### src/rtl/instr_fetch_buffer_if.sv
// ============================================================================
// Module   : instr_fetch_buffer_if
// Purpose  : Core-side and ICCM-side signals of the instruction fetch buffer.
// Revision : 1.0 - initial release
// ============================================================================
`default_nettype none

interface instr_fetch_buffer_if #(
    parameter int ADDR_WIDTH = 12
);
    logic                  fetch_en_i;
    logic                  branch_i;
    logic [ADDR_WIDTH-1:0] branch_addr_i;
    logic                  instr_valid_o;
    logic [31:0]           instr_rdata_o;
    logic [ADDR_WIDTH-1:0] instr_addr_o;
    logic                  instr_ready_i;
    logic                  mem_req_o;
    logic [ADDR_WIDTH-1:0] mem_addr_o;
    logic                  mem_we_o;
    logic [3:0]            mem_wmask_o;
    logic [31:0]           mem_wdata_o;
    logic [31:0]           mem_rdata_i;
    logic                  mem_rvalid_i;
    logic                  busy_o;

    // The fetch buffer masters both the ICCM bus and the instruction stream.
    modport master (
        input  fetch_en_i, branch_i, branch_addr_i, instr_ready_i,
               mem_rdata_i, mem_rvalid_i,
        output instr_valid_o, instr_rdata_o, instr_addr_o, mem_req_o,
               mem_addr_o, mem_we_o, mem_wmask_o, mem_wdata_o, busy_o
    );

    modport slave (
        output fetch_en_i, branch_i, branch_addr_i, instr_ready_i,
               mem_rdata_i, mem_rvalid_i,
        input  instr_valid_o, instr_rdata_o, instr_addr_o, mem_req_o,
               mem_addr_o, mem_we_o, mem_wmask_o, mem_wdata_o, busy_o
    );
endinterface

`default_nettype wire

### src/rtl/instr_fetch_buffer.sv
// ============================================================================
// Module   : instr_fetch_buffer
// Purpose  : Sequential ICCM prefetcher with a small FIFO and branch flush.
//            Define FETCH_BUF_BYPASS_EN to forward responses into an empty FIFO.
// Revision : 1.0 - initial release
// ============================================================================
`default_nettype none

module instr_fetch_buffer #(
    parameter int                    DEPTH      = 4,
    parameter int                    ADDR_WIDTH = 12,
    parameter logic [ADDR_WIDTH-1:0] BOOT_ADDR  = '0
) (
    input  logic                 clk_i,
    input  logic                 rst_ni,
    instr_fetch_buffer_if.master bus
);
    localparam int PW = (DEPTH > 1) ? $clog2(DEPTH) : 1;
    localparam int CW = PW + 1;
    localparam int EW = ADDR_WIDTH + 32;

    typedef enum logic [1:0] {
        ST_BOOT = 2'd0,
        ST_RUN  = 2'd1,
        ST_HALT = 2'd2
    } state_t;

    state_t                r_state;
    state_t                w_state_nxt;
    logic [ADDR_WIDTH-1:0] r_fetch_addr;
    logic [ADDR_WIDTH-1:0] r_inflight_addr;
    logic                  r_inflight;
    logic [EW-1:0]         r_fifo [DEPTH];
    logic [PW-1:0]         r_rd_ptr;
    logic [PW-1:0]         r_wr_ptr;
    logic [CW-1:0]         r_count;

    logic                  w_issue;
    logic [CW-1:0]         w_credit;
    logic                  w_capture;
    logic                  w_fifo_empty;
    logic                  w_bypass;
    logic                  w_valid;
    logic                  w_accept;
    logic                  w_push;
    logic                  w_pop;
    logic [EW-1:0]         w_rsp_entry;
    logic [EW-1:0]         w_head;

    always_ff @(posedge clk_i) begin
        if (!rst_ni) begin
            r_state <= ST_BOOT;
        end else begin
            r_state <= w_state_nxt;
        end
    end

    // Credits count both stored words and the outstanding request.
    always_comb begin
        w_state_nxt = r_state;
        w_issue     = 1'b0;
        w_credit    = r_count + {{(CW-1){1'b0}}, r_inflight};
        case (r_state)
            ST_BOOT: w_state_nxt = bus.fetch_en_i ? ST_RUN : ST_HALT;
            ST_RUN: begin
                w_issue = !bus.branch_i && (w_credit < CW'(DEPTH));
                if (!bus.fetch_en_i) begin
                    w_state_nxt = ST_HALT;
                end
            end
            ST_HALT: begin
                if (bus.fetch_en_i) begin
                    w_state_nxt = ST_RUN;
                end
            end
            default: w_state_nxt = ST_BOOT;
        endcase
    end

    always_ff @(posedge clk_i) begin
        if (!rst_ni) begin
            r_fetch_addr    <= BOOT_ADDR;
            r_inflight      <= 1'b0;
            r_inflight_addr <= '0;
        end else begin
            r_inflight <= w_issue;
            if (bus.branch_i) begin
                r_fetch_addr <= bus.branch_addr_i;
            end else if (r_state == ST_BOOT) begin
                r_fetch_addr <= BOOT_ADDR;
            end else if (w_issue) begin
                r_fetch_addr <= r_fetch_addr + ADDR_WIDTH'(1);
            end
            if (w_issue) begin
                r_inflight_addr <= r_fetch_addr;
            end
        end
    end

    // Gating by r_inflight drops responses to requests issued before a reset.
    assign w_capture    = bus.mem_rvalid_i && r_inflight && !bus.branch_i;
    assign w_fifo_empty = (r_count == '0);
    assign w_rsp_entry  = {r_inflight_addr, bus.mem_rdata_i};

`ifdef FETCH_BUF_BYPASS_EN
    assign w_bypass = w_fifo_empty && w_capture;
    assign w_head   = w_fifo_empty ? w_rsp_entry : r_fifo[r_rd_ptr];
`else
    assign w_bypass = 1'b0;
    assign w_head   = r_fifo[r_rd_ptr];
`endif

    assign w_valid  = !w_fifo_empty || w_bypass;
    assign w_accept = w_valid && bus.instr_ready_i;
    assign w_pop    = w_accept && !w_fifo_empty;
    assign w_push   = w_capture && !(w_bypass && bus.instr_ready_i);

    always_ff @(posedge clk_i) begin
        if (w_push) begin
            r_fifo[r_wr_ptr] <= w_rsp_entry;
        end
    end

    always_ff @(posedge clk_i) begin
        if (!rst_ni || bus.branch_i) begin
            r_rd_ptr <= '0;
            r_wr_ptr <= '0;
            r_count  <= '0;
        end else begin
            if (w_push) begin
                r_wr_ptr <= r_wr_ptr + PW'(1);
            end
            if (w_pop) begin
                r_rd_ptr <= r_rd_ptr + PW'(1);
            end
            case ({w_push, w_pop})
                2'b10:   r_count <= r_count + CW'(1);
                2'b01:   r_count <= r_count - CW'(1);
                default: r_count <= r_count;
            endcase
        end
    end

    always_ff @(posedge clk_i) begin
        if (rst_ni) begin
            assert (!(w_push && (r_count == CW'(DEPTH))));
        end
    end

    assign bus.instr_valid_o = w_valid;
    assign bus.instr_rdata_o = w_valid ? w_head[31:0] : 32'd0;
    assign bus.instr_addr_o  = w_valid ? w_head[EW-1:32] : '0;
    assign bus.mem_req_o     = w_issue;
    assign bus.mem_addr_o    = r_fetch_addr;
    assign bus.mem_we_o      = 1'b0;
    assign bus.mem_wmask_o   = 4'd0;
    assign bus.mem_wdata_o   = 32'd0;
    assign bus.busy_o        = !w_fifo_empty || r_inflight;

endmodule

`default_nettype wire

### src/flat_wrapper.sv
// flat-port wrapper written by rule: the top's interface ports become plain ports
module instr_fetch_buffer_flat 
#(
    parameter int                    DEPTH      = 4,
    parameter int                    ADDR_WIDTH = 12,
    parameter logic [ADDR_WIDTH-1:0] BOOT_ADDR  = '0
)
  (clk_i, rst_ni, bus_fetch_en_i, bus_branch_i, bus_branch_addr_i, bus_instr_ready_i, bus_mem_rdata_i, bus_mem_rvalid_i, bus_instr_valid_o, bus_instr_rdata_o, bus_instr_addr_o, bus_mem_req_o, bus_mem_addr_o, bus_mem_we_o, bus_mem_wmask_o, bus_mem_wdata_o, bus_busy_o);
  instr_fetch_buffer_if #(.ADDR_WIDTH(ADDR_WIDTH)) bus_i ();
  input  logic clk_i;
  input  logic rst_ni;
  input wire logic [$bits(bus_i.fetch_en_i)-1:0] bus_fetch_en_i;
  input wire logic [$bits(bus_i.branch_i)-1:0] bus_branch_i;
  input wire logic [$bits(bus_i.branch_addr_i)-1:0] bus_branch_addr_i;
  input wire logic [$bits(bus_i.instr_ready_i)-1:0] bus_instr_ready_i;
  input wire logic [$bits(bus_i.mem_rdata_i)-1:0] bus_mem_rdata_i;
  input wire logic [$bits(bus_i.mem_rvalid_i)-1:0] bus_mem_rvalid_i;
  output wire logic [$bits(bus_i.instr_valid_o)-1:0] bus_instr_valid_o;
  output wire logic [$bits(bus_i.instr_rdata_o)-1:0] bus_instr_rdata_o;
  output wire logic [$bits(bus_i.instr_addr_o)-1:0] bus_instr_addr_o;
  output wire logic [$bits(bus_i.mem_req_o)-1:0] bus_mem_req_o;
  output wire logic [$bits(bus_i.mem_addr_o)-1:0] bus_mem_addr_o;
  output wire logic [$bits(bus_i.mem_we_o)-1:0] bus_mem_we_o;
  output wire logic [$bits(bus_i.mem_wmask_o)-1:0] bus_mem_wmask_o;
  output wire logic [$bits(bus_i.mem_wdata_o)-1:0] bus_mem_wdata_o;
  output wire logic [$bits(bus_i.busy_o)-1:0] bus_busy_o;
  assign bus_i.fetch_en_i = bus_fetch_en_i;
  assign bus_i.branch_i = bus_branch_i;
  assign bus_i.branch_addr_i = bus_branch_addr_i;
  assign bus_i.instr_ready_i = bus_instr_ready_i;
  assign bus_i.mem_rdata_i = bus_mem_rdata_i;
  assign bus_i.mem_rvalid_i = bus_mem_rvalid_i;
  assign bus_instr_valid_o = bus_i.instr_valid_o;
  assign bus_instr_rdata_o = bus_i.instr_rdata_o;
  assign bus_instr_addr_o = bus_i.instr_addr_o;
  assign bus_mem_req_o = bus_i.mem_req_o;
  assign bus_mem_addr_o = bus_i.mem_addr_o;
  assign bus_mem_we_o = bus_i.mem_we_o;
  assign bus_mem_wmask_o = bus_i.mem_wmask_o;
  assign bus_mem_wdata_o = bus_i.mem_wdata_o;
  assign bus_busy_o = bus_i.busy_o;
  instr_fetch_buffer #(.DEPTH(DEPTH), .ADDR_WIDTH(ADDR_WIDTH), .BOOT_ADDR(BOOT_ADDR)) u_core (.clk_i(clk_i), .rst_ni(rst_ni), .bus(bus_i));
endmodule
### config.mk
export PLATFORM = sky130hd
export DESIGN_NAME = instr_fetch_buffer_flat
export DESIGN_NICKNAME = d
export VERILOG_FILES = /design/src/rtl/instr_fetch_buffer_if.sv /design/src/rtl/instr_fetch_buffer.sv /design/src/flat_wrapper.sv
export SDC_FILE = /design/constraint.sdc
export NUM_CORES = 1
export LEC_CHECK = 0
export BUFFER_PORTS_ARGS = -buffer_cell sky130_fd_sc_hd__buf_4
export CAP_MARGIN = 10
export CORE_MARGIN = 4
export CORE_UTILIZATION = 39
export CTS_CLUSTER_DIAMETER = 60
export DETAILED_ROUTE_END_ITERATION = 10
export REMOVE_ABC_BUFFERS = 1
export SYNTH_ARGS = -nofsm -noshare
export SYNTH_HDL_FRONTEND = slang
export SYNTH_SLANG_ARGS = --single-unit
### constraint.sdc
create_clock -name clk_i -period 3 [get_ports clk_i]
set_clock_uncertainty 0.1 [all_clocks]
set_input_delay 0.15 -clock clk_i [delete_from_list [all_inputs] [get_ports clk_i]]
set_output_delay 0.15 -clock clk_i [all_outputs]
set_load 0.03 [all_outputs]
==> summary.md, run 1 <==
| Metric | Value |
|---|---|
| Final Core Density | `0.505` |
| Slew headroom | `0.405` |
| Starting Density | `0.401` |
| Hold Vio Cnt, Final | `0` |
| Hold Path End | `u_core.bus.mem_addr_o[4]$_SDFFE_PN0P_` |
| Hold_sp | `bus_branch_i` |
| Setup ws final | `0.386 ns` |
| Area share of the leading cell type in the synthesized netlist | `0.596` |
| Global placement routability congestion | `0.836` |
| Setup Buffers After CTS | `0` |
| Gate power share | `0.049` |
| Final Cell Area | `11200 sq um` |
| Crit-path slowest cell | `mux2i_4` |
| Vias in the first global route | `5354` |
| CP startpoint kind | `register` |
| Worst VDD drop | `0.258 mV` |
| Slew Viols, Final | `0` |
| Clock sink count | `212` |
| GRT Util Overall | `0.138` |
| Synth unique cells | `58` |
| Final nets | `775` |
| Share of post-route cells with drive strength above 1 | `0.319` |
| Reg area | `6010 sq um` |
| Synth Area per Inst | `16.2 sq um` |
| Prevailing post-synth register cell | `edfxtp_1` |
| Post-route antenna net violation count | `0` |
| Place WS | `0.761 ns` |
| Total number of vias | `5054` |
| Routed met3 length | `1300 um` |
| Hold Path Depth | `3` |
| Die width | `159 um` |
| Final-layout fill cell count | `1826` |
| Crit Path Max Fanout | `17` |
| Iteration-0 DRC count of the detailed router | `287` |
| PwrDens | `554 nW/um^2` |
| DR WL met2 | `8640 um` |
| PortBufs | `108` |
| #FFs+latches synth | `212` |
| Unrepaired setup endpoints after global routing | `false` |
| Total gr overflow | `0` |
| Die area | `25200 sq um` |
| Worst EP required | `2.75 ns` |
| Total power | `6.18 mW` |
| Static Leak | `3.93 nW` |
| Average routed wire per standard cell | `17.3 um` |
| Hold Slack | `0.0287 ns` |
| Switch Pwr | `1.27 mW` |
| Die Y | `159 um` |
| # DRC | `0` |
| Post-DP Area | `9860 sq um` |
| CTS Buf Count | `24` |
| H-tree depth | `1` |
| Max clock buf depth | `3` |
| Crit. End Element | `output port` |
| Core ar. | `22100 sq um` |
| # diodes | `0` |
| Hold crit path type | `in2reg` |
| Highest metal used | `met4` |
| Clock transition at the registers of the reported paths | `0.06 ns` |
| Final setup viols | `0` |
| Final WL | `17600 um` |
| Layout area overhead | `25.9%` |
| Post-synth EDFFs | `176` |
| Pin count of the biggest net entering global routing | `48` |
| Hpwl dp | `10600 um` |
| Max incr delay on CP | `0.64 ns` |
| Crit-path cells | `and3_1 -> mux2i_4 -> inv_2 -> buf_4` |
| Reg2Reg Depth | `5` |
| Minimum clock period | `2.61 ns` |
| Global-route wire length before repair | `28400 um` |
| Max-cap viol count | `0` |
| CTS tree | `done` |
| Area leader, netlist | `edfxtp_1` |
| Post-synthesis sequential area ratio | `0.678` |
| Synth warn | `0` |
| Wl on met1 | `7430 um` |
| Clock Latency Late Sink | `0.50 ns` |
| Crit path launch | `u_core.r_count[0]$_SDFFE_PP0P_` |
| Outcome | `finished, final reports clean` |
| R2R Setup Slk | `0.39 ns` |
| FFs w/ async S/R, synth | `0` |
| Clock share of power | `0.432` |
| Cell count after synthesis | `547` |
| Reg2reg end | `u_core.bus.mem_addr_o[5]$_SDFFE_PN0P_` |
| Final worst-path cycle share | `0.871` |
| Io pins | `146` |
| Area contributors post-synth | `edfxtp_1 (60%), mux4_2 (11%), dfxtp_1 (8.1%)` |
| Pint | `4.91 mW` |
| Initial antenna violation count | `0` |
| WS Path Type | `reg2out` |
| DRT Pass-1 Iters | `5` |
| Sw frac | `0.206` |
| Multi-input logic area | `2500 sq um` |
| PostCTS Resize Cnt | `0` |
| Share of power burned in registers | `0.519` |
| Site row count | `54` |
| FMAX | `0.383 GHz` |
| Post-synthesis cell area | `8860 sq um` |
| Crit path DAT | `2.36 ns` |
| Crit Reg-Reg Startpoint | `u_core.r_count[0]$_SDFFE_PP0P_` |
| Vias per std cell | `4.97` |
| CTS root buffer | `clkbuf_16` |
| Worst-Margin Slew | `0.891 ns` |
[power groups by stage]
stage / combinational (mW) / sequential [mW] / clock [mW]
finish: 0.303 / 3.21 / 2.67
global route: 0.328 / 3.21 / 2.89
CTS: 0.301 / 3.21 / 2.75
detailed placement: 0.242 / 3.27 / 0
global placement: 0.235 / 3.27 / 0
floorplan: 0.122 / 3.28 / 0
[cell families (layout without fill, tap and decap cells)]
group | count (synthesis) | in the layout | share of synthesized area
flops | 212 | 212 | 0.678
simple gates | 140 | 140 | 0.0902
buf+inv | 81 | 234 | 0.0560
compound gates | 54 | 54 | 0.0436
mux | 46 | 46 | 0.115
fa+ha+maj | 7 | 7 | 0.0107
xor+xnor | 6 | 6 | 0.00593
other cells | 1 | 37 | 0.000423
[registers in the layout, indices dropped and copies added (netlist names), named ones only]
signal                  flops
u_core.r_fifo             176
u_core.r_wr_ptr             2
u_core.r_inflight_addr     12
u_core.r_count              3
u_core.bus.mem_addr_o      12
u_core.r_inflight           1
u_core.r_rd_ptr             2
u_core.r_state              2
[worst max path at each step]
| stage | endpoint | slack [ns] | cells after the start |
|---|---|---|---|
| floorplan | bus_instr_addr_o[0] | -0.08 | 2 |
| global placement | u_core.r_count[2]$_SDFFE_PP0P_ | 0.82 | 8 |
| detailed placement | u_core.r_count[2]$_SDFFE_PP0P_ | 0.76 | 8 |
| CTS | bus_mem_req_o | 0.35 | 4 |
| global route | bus_mem_req_o | 0.21 | 4 |
| finish | bus_mem_req_o | 0.39 | 4 |
[critical path: cells and delay by family, from the launching register on]
kind,cells,cell delay [ns]
muxes,1,0.64
DFF,1,0.39
buffers and inverters,2,0.51
and+or+nand+nor,1,0.32
[layout by cell type (no fill, tap or decap), types with 2 or more instances in the layout]
| cell type | instances |
|---|---|
| edfxtp_1 | 176 |
| buf_4 | 115 |
| dlygate4sd3_1 | 56 |
| and2_1 | 45 |
| mux4_2 | 44 |
| conb_1 | 37 |
| nand2_1 | 34 |
| dfxtp_1 | 34 |
| clkbuf_16 | 25 |
| inv_1 | 14 |
| a21oi_1 | 11 |
| nor2_1 | 10 |
| nand3_1 | 10 |
| nand2_2 | 10 |
| a21oi_2 | 10 |
| clkinv_1 | 8 |
| o21ai_0 | 6 |
| ha_1 | 6 |
| clkinv_2 | 6 |
| a31oi_1 | 5 |
| and2_2 | 4 |
| o31ai_1 | 4 |
| buf_12 | 4 |
| and3_1 | 3 |
| nor4_1 | 3 |
| a22oi_1 | 3 |
| xor2_1 | 3 |
| xnor2_1 | 3 |
| nor3_1 | 2 |
| nand2b_1 | 2 |
| nor4b_1 | 2 |
| o21ai_1 | 2 |
| nor4_2 | 2 |
| nand4b_1 | 2 |
| clkinvlp_4 | 2 |
| clkbuf_1 | 2 |
[what timing repair did]
action / 4_1_cts / 5_1_grt
setup endpoints to repair: 0 / 0
hold buffers: 56 / 0
hold endpoints to repair: 149 / 0
[final cells by class]
cell class              count  share of cell area
clock buffers              27              0.0567
inverters                  15             0.00504
clock inverters            17             0.00942
repair buffers            175               0.135
flip-flops and latches    212               0.539
multi-input cells         290               0.224
well taps                 280              0.0314
[routing by layer]
layer / vias to the layer above / track usage
met1: 2483 / 0.178
met3: 23 / 0.0334
met2: 209 / 0.240
met4: 0 / 0.0280
li1: 2339 / -
met5: - / 0
[metrics by stage]
stage,setup TNS (ns),cells
after floorplan,-3.49,517
after global placement,0,916
after detailed placement,0,916
after CTS,0,1016
after global routing,0,1016
final,0,1016
[synthesized netlist by cell type, drive strengths merged, types with 4 or more instances]
| library cell | number |
|---|---|
| a21oi | 21 |
| a31oi | 5 |
| and2 | 49 |
| buf | 51 |
| clkbuf | 15 |
| dfxtp | 36 |
| edfxtp | 176 |
| ha | 6 |
| inv | 15 |
| mux4 | 44 |
| nand2 | 44 |
| nand3 | 10 |
| nor2 | 11 |
| nor4 | 5 |
| o21ai | 9 |
| o31ai | 4 |
Power figures use the tool's default switching activity.
==> inputs of run 2 (changes only) <==
- CORE_MARGIN: 4 -> 8
==> summary.md, run 2 (synthesis results as in run 1) <==
| Metric | Value |
|---|---|
| PortBufs | `108 (unchanged)` |
| # hold bufs at CTS | `55 (-1.8%)` |
| CTS tree | `done` |
| Setup ws final | `0.450 ns (+0.0632 ns)` |
| CTS Buf Count | `23 (-4.2%)` |
| GRT Util Overall | `0.128 (-0.00975)` |
| Most frequent cells in the layout | `edfxtp_1 (176), buf_4 (115), dlygate4sd3_1 (55)` |
| Clock sink count | `212 (unchanged)` |
| # DRC | `0 (unchanged)` |
| Global-route wire length before repair | `29000 um (+2.2%)` |
| Met1 Usage GRT | `0.161 (-0.0164)` |
| Total gr overflow | `0 (unchanged)` |
| Die Y | `167 um (+5.0%)` |
| Post-route antenna net violation count | `0 (unchanged)` |
| Starting Density | `0.394 (-0.00729)` |
| Pint | `4.89 mW (-0.42%)` |
| Worst VDD drop | `0.270 mV (+4.7%)` |
| Hold Slack | `0.0322 ns (+0.00351 ns)` |
| Minimum clock period | `2.55 ns (-0.0632 ns)` |
| Max clock buf depth | `3 (unchanged)` |
| Hold crit path type | `in2reg` |
| Unrepaired setup endpoints after global routing | `false` |
| PwrDens | `554 nW/um^2 (about the same)` |
| # diodes | `0 (unchanged)` |
| Final Core Density | `0.492 (-0.0129)` |
| Final nets | `771 (-0.52%)` |
| Layer with the highest usage | `met2` |
| Layout area overhead | `25.0%` |
| Setup Buffers After CTS | `0 (unchanged)` |
| Share of power burned in registers | `0.522 (+0.003)` |
| Final WL | `18100 um (+2.8%)` |
| Crit path DAT | `2.30 ns (-0.06 ns)` |
| Crit Reg-Reg Startpoint | `u_core.r_count[0]$_SDFFE_PP0P_` |
| Place WS | `0.743 ns (-0.0175 ns)` |
| Die width | `167 um (+5.0%)` |
| Most flop-heavy register | `u_core.r_fifo` |
| PostCTS Resize Cnt | `0 (unchanged)` |
| Crit. End Element | `output port` |
| Outcome | `finished, final reports clean` |
| Max-cap viol count | `0 (unchanged)` |
| Commonest non-fill, non-tap cell in the layout | `edfxtp_1` |
| Post-DP Area | `9830 sq um (-0.34%)` |
| H-tree depth | `1 (unchanged)` |
| Hold Vio Cnt, Final | `0 (unchanged)` |
| WS Path Type | `reg2out` |
| Multi-input logic area | `2500 sq um (unchanged)` |
| Sw frac | `0.204 (-0.00221)` |
| Global placement routability congestion | `0.865 (+3.4%)` |
| Clock share of power | `0.429 (-0.003)` |
| Core ar. | `22500 sq um (+1.9%)` |
| Hpwl dp | `10900 um (+3.1%)` |
| CP startpoint kind | `register` |
| Worst-Margin Slew | `0.893 ns (+0.00204 ns)` |
| Switch Pwr | `1.25 mW (-1.8%)` |
| Vias in the first global route | `5657 (+5.7%)` |
| FMAX | `0.392 GHz (+2.5%)` |
| Final setup viols | `0 (unchanged)` |
| Final worst-path cycle share | `0.850 (-0.0211)` |
| Slew headroom | `0.404 (-0.00136)` |
| Worst EP required | `2.75 ns (about the same)` |
| Slew Viols, Final | `0 (unchanged)` |
| Final Cell Area | `11100 sq um (-0.74%)` |
| Site row count | `55 (+1.9%)` |
| Iteration-0 DRC count of the detailed router | `293 (+2.1%)` |
| Final-layout fill cell count | `1878 (+2.8%)` |
| Reg2reg end | `u_core.bus.mem_addr_o[5]$_SDFFE_PN0P_` |
| Initial antenna violation count | `0 (unchanged)` |
| Max reg flops | `176 (unchanged)` |
| Pin count of the biggest net entering global routing | `48 (unchanged)` |
| Total number of vias | `5017 (-0.73%)` |
| Static Leak | `3.90 nW (-0.84%)` |
| Clock Latency Late Sink | `0.49 ns (about the same)` |
| Die area | `27800 sq um (+10%)` |
| Total power | `6.14 mW (-0.69%)` |
| DRT Pass-1 Iters | `4 (-1)` |
| Crit Path Max Fanout | `28 (+11)` |
| Clock transition at the registers of the reported paths | `0.06 ns (about the same)` |
| CTS root buffer | `clkbuf_16` |
| Average routed wire per standard cell | `17.9 um (+3.0%)` |
| Vias per std cell | `4.95 (-0.54%)` |
| Io pins | `146 (unchanged)` |
| Hold_sp | `bus_branch_i` |
| Share of post-route cells with drive strength above 1 | `0.316 (-0.00379)` |
| Reg area | `6010 sq um (unchanged)` |
| Met3 usage | `0.0317 (-0.00176)` |
| Hold Path Depth | `3 (unchanged)` |
| R2R Setup Slk | `0.46 ns (+0.07 ns)` |
| Reg2Reg Depth | `5 (unchanged)` |
| Met2 usage | `0.219 (-0.0209)` |
| Hold Path End | `u_core.bus.mem_addr_o[4]$_SDFFE_PN0P_` |
| Gate power share | `0.049 (about the same)` |
[run 2: changes by cell type in the layout (fill, tap and decap cells not counted), sizes merged]
cell	before	now
buf	119	117
bufinv	1	2
clkbuf	27	29
clkinv	14	9
clkinvlp	2	0
dlygate4sd3	56	55
[run 2: layer usage]
metal,up-vias,share of wire
li1,2327,-
met1,2498,0.44
met2,168,0.48
met3,24,0.061
met4,0,0.015
met5,-,0
[run 2: how the worst max path moves through the flow]
stage,endpoint,depth (start not counted)
5_1_grt,u_core.bus.mem_addr_o[5]$_SDFFE_PN0P_,5
6_report,bus_instr_rdata_o[6],4
2_1_floorplan,bus_instr_addr_o[0],2
3_5_place_dp,u_core.r_count[2]$_SDFFE_PP0P_,8
4_1_cts,bus_instr_addr_o[11],4
3_3_place_gp,u_core.r_count[2]$_SDFFE_PP0P_,8
[run 2: power by group through the flow]
stage | registers (mW) | logic [mW] | clock network [mW]
floorplan | 3.28 | 0.122 | 0
global placement | 3.27 | 0.236 | 0
detailed placement | 3.27 | 0.243 | 0
CTS | 3.21 | 0.301 | 2.70
global route | 3.21 | 0.326 | 2.81
finish | 3.21 | 0.303 | 2.63
[run 2: metrics by stage]
stage | cells | setup TNS, ns
floorplan | 517 | -3.49
global placement | 919 | 0
detailed placement | 919 | 0
CTS | 1014 | 0
global route | 1014 | 0
finish | 1014 | 0
[run 2: final cells by class]
type                            instances  area share
Sequential cell                       212       0.543
Multi-Input combinational cell        290       0.226
Timing Repair Buffer                  172       0.131
Clock buffer                           29      0.0540
Tap cell                              285      0.0322
Clock inverter                         11     0.00915
Inverter                               15     0.00508
[run 2: worst max-delay path, cell delays in order, from the launching register on]
cell and delay [ns]:
dfxtp_4 0.59, buf_12 0.30, mux4_2 0.53, and2_1 0.20, buf_4 0.17
==> inputs of run 3 (changes only) <==
- clock period: 3 -> 2.77 ns (I/O delays scaled with it)
==> summary.md, run 3 (synthesis results as in run 1) <==
| Metric | Value |
|---|---|
| Global-route wire length before repair | `30600 um (+5.3%)` |
| Global placement routability congestion | `0.889 (+2.8%)` |
| Slew headroom | `0.394 (-0.0105)` |
| Static Leak | `4.01 nW (+3.0%)` |
| Setup ws final | `0.216 ns (-0.234 ns)` |
| PwrDens | `621 nW/um^2 (+12%)` |
| Reg2Reg Depth | `5 (unchanged)` |
| H-tree depth | `1 (unchanged)` |
| Core ar. | `22500 sq um (unchanged)` |
| Most flop-heavy register | `u_core.r_fifo` |
| Worst-Margin Slew | `0.909 ns (+0.0157 ns)` |
| Die width | `167 um (unchanged)` |
| Total number of vias | `5130 (+2.3%)` |
| Pin count of the biggest net entering global routing | `48 (unchanged)` |
| Final-layout fill cell count | `1859 (-1.0%)` |
| CTS Buf Count | `23 (unchanged)` |
| Worst VDD drop | `0.233 mV (-14%)` |
| Die Y | `167 um (unchanged)` |
| Crit. End Element | `output port` |
| Commonest non-fill, non-tap cell in the layout | `edfxtp_1` |
| Vias in the first global route | `5653 (-0.071%)` |
| Unrepaired setup endpoints after global routing | `false` |
| Iteration-0 DRC count of the detailed router | `290 (-1.0%)` |
| PortBufs | `108 (unchanged)` |
| Minimum clock period | `2.55 ns` |
| Total gr overflow | `0 (unchanged)` |
| Clock sink count | `212 (unchanged)` |
| Final WL | `18800 um (+3.7%)` |
| Dpl cells | `925 (+0.65%)` |
| CTS tree | `done` |
| Hpwl dp | `12100 um (+11%)` |
| Hold crit path type | `in2reg` |
| Post-route antenna net violation count | `0 (unchanged)` |
| Most frequent cells in the layout | `edfxtp_1 (176), buf_4 (114), dlygate4sd3_1 (57)` |
| CTS root buffer | `clkbuf_16` |
| Crit path DAT | `2.32 ns (+0.02 ns)` |
| GRT Util Overall | `0.134 (+0.00626)` |
| Max reg flops | `176 (unchanged)` |
| Final worst-path cycle share | `0.922` |
| Die area | `27800 sq um (unchanged)` |
| Place WS | `0.488 ns (-0.256 ns)` |
| Slew Viols, Final | `0 (unchanged)` |
| Clock transition at the registers of the reported paths | `0.06 ns (about the same)` |
| Vias per std cell | `5.01 (+1.3%)` |
| Hold Path Depth | `3 (unchanged)` |
| Share of post-route cells with drive strength above 1 | `0.330 (+0.0147)` |
| Layout area overhead | `28.2%` |
| WS Path Type | `reg2out` |
| Starting Density | `0.394 (unchanged)` |
| PostCTS Resize Cnt | `0 (unchanged)` |
| Average routed wire per standard cell | `18.3 um (+2.7%)` |
| Io pins | `146 (unchanged)` |
| Worst EP required | `2.53 ns (-0.22 ns)` |
| Initial antenna violation count | `0 (unchanged)` |
| Final Core Density | `0.505 (+0.0125)` |
| Crit Path Max Fanout | `20 (-29%)` |
| Hold Vio Cnt, Final | `0 (unchanged)` |
| # DRC | `0 (unchanged)` |
| Outcome | `finished, final reports clean` |
| CP startpoint kind | `register` |
| Clock Latency Late Sink | `0.50 ns (about the same)` |
| Max-cap viol count | `0 (unchanged)` |
| Final nets | `779 (+1.0%)` |
| DRT Pass-1 Iters | `4 (unchanged)` |
| Fin cells | `1024 (+0.99%)` |
| Final setup viols | `0 (unchanged)` |
| Max clock buf depth | `3 (unchanged)` |
| # diodes | `0 (unchanged)` |
| Site row count | `55 (unchanged)` |
| FMAX | `0.391 GHz` |
-- run 3: final timing paths --
| kind | end | start | slack, ns |
|---|---|---|---|
| hold / removal | u_core.bus.mem_addr_o[4]$_SDFFE_PN0P_ | bus_branch_i | 0.03 |
| hold reg to reg | u_core.r_inflight_addr[7]$_SDFFE_PN0P_ | u_core.r_inflight_addr[7]$_SDFFE_PN0P_ | 0.40 |
| setup / recovery | bus_instr_rdata_o[11] | register | 0.22 |
| setup reg to reg | u_core.bus.mem_addr_o[5]$_SDFFE_PN0P_ | u_core.r_count[0]$_SDFFE_PP0P_ | 0.30 |
-- run 3: layout make-up --
type | instances | area, sq um | area share
tap | 285 | 357 | 0.0314
clock inverter | 11 | 171 | 0.0151
sequential | 212 | 6010 | 0.529
clock buffer | 31 | 656 | 0.0577
multi-input combinational | 290 | 2500 | 0.220
inverter | 15 | 56.3 | 0.00496
timing repair buffer | 180 | 1610 | 0.141
-- run 3: report_power, final --
group	total [mW]	switching [mW]	internal, mW
clock	3.25	1.20	2.04
sequential	3.47	0.0216	3.45
combinational	0.336	0.194	0.141
total	7.06	1.42	5.64
-- run 3: through the flow --
stage	power [mW]	setup TNS, ns	area [sq um]	hold slack, ns
3_3_place_gp	3.80	0	9960	0.202
5_1_grt	7.29	0	11400	0.0606
6_report	7.06	0	11400	0.0325
3_5_place_dp	3.81	0	9960	0.206
4_1_cts	7.13	0	11400	0.00741
2_1_floorplan	3.68	-13.11	8560	0.110
-- run 3: critical path: stages (launching register included) --
cell     delay, ns
dfxtp_4       0.63
buf_4         0.31
mux4_2        0.53
and2_1        0.18
buf_4         0.16
-- run 3: layer usage --
metal / wire (um) / up-vias / GRT usage
li1: - / 2352 / -
met3: 1370 / 21 / 0.0371
met2: 8670 / 191 / 0.222
met4: 226 / 0 / 0.0270
met5: 0 / - / 0
met1: 8520 / 2566 / 0.176
-- run 3: repair_timing --
| item | in CTS | in global routing |
|---|---|---|
| endpoints found under the setup margin | 0 | 0 |
| hold buffers | 57 | 0 |
| setup buffers | 0 | 0 |
| endpoints found under the hold margin | 148 | 0 |
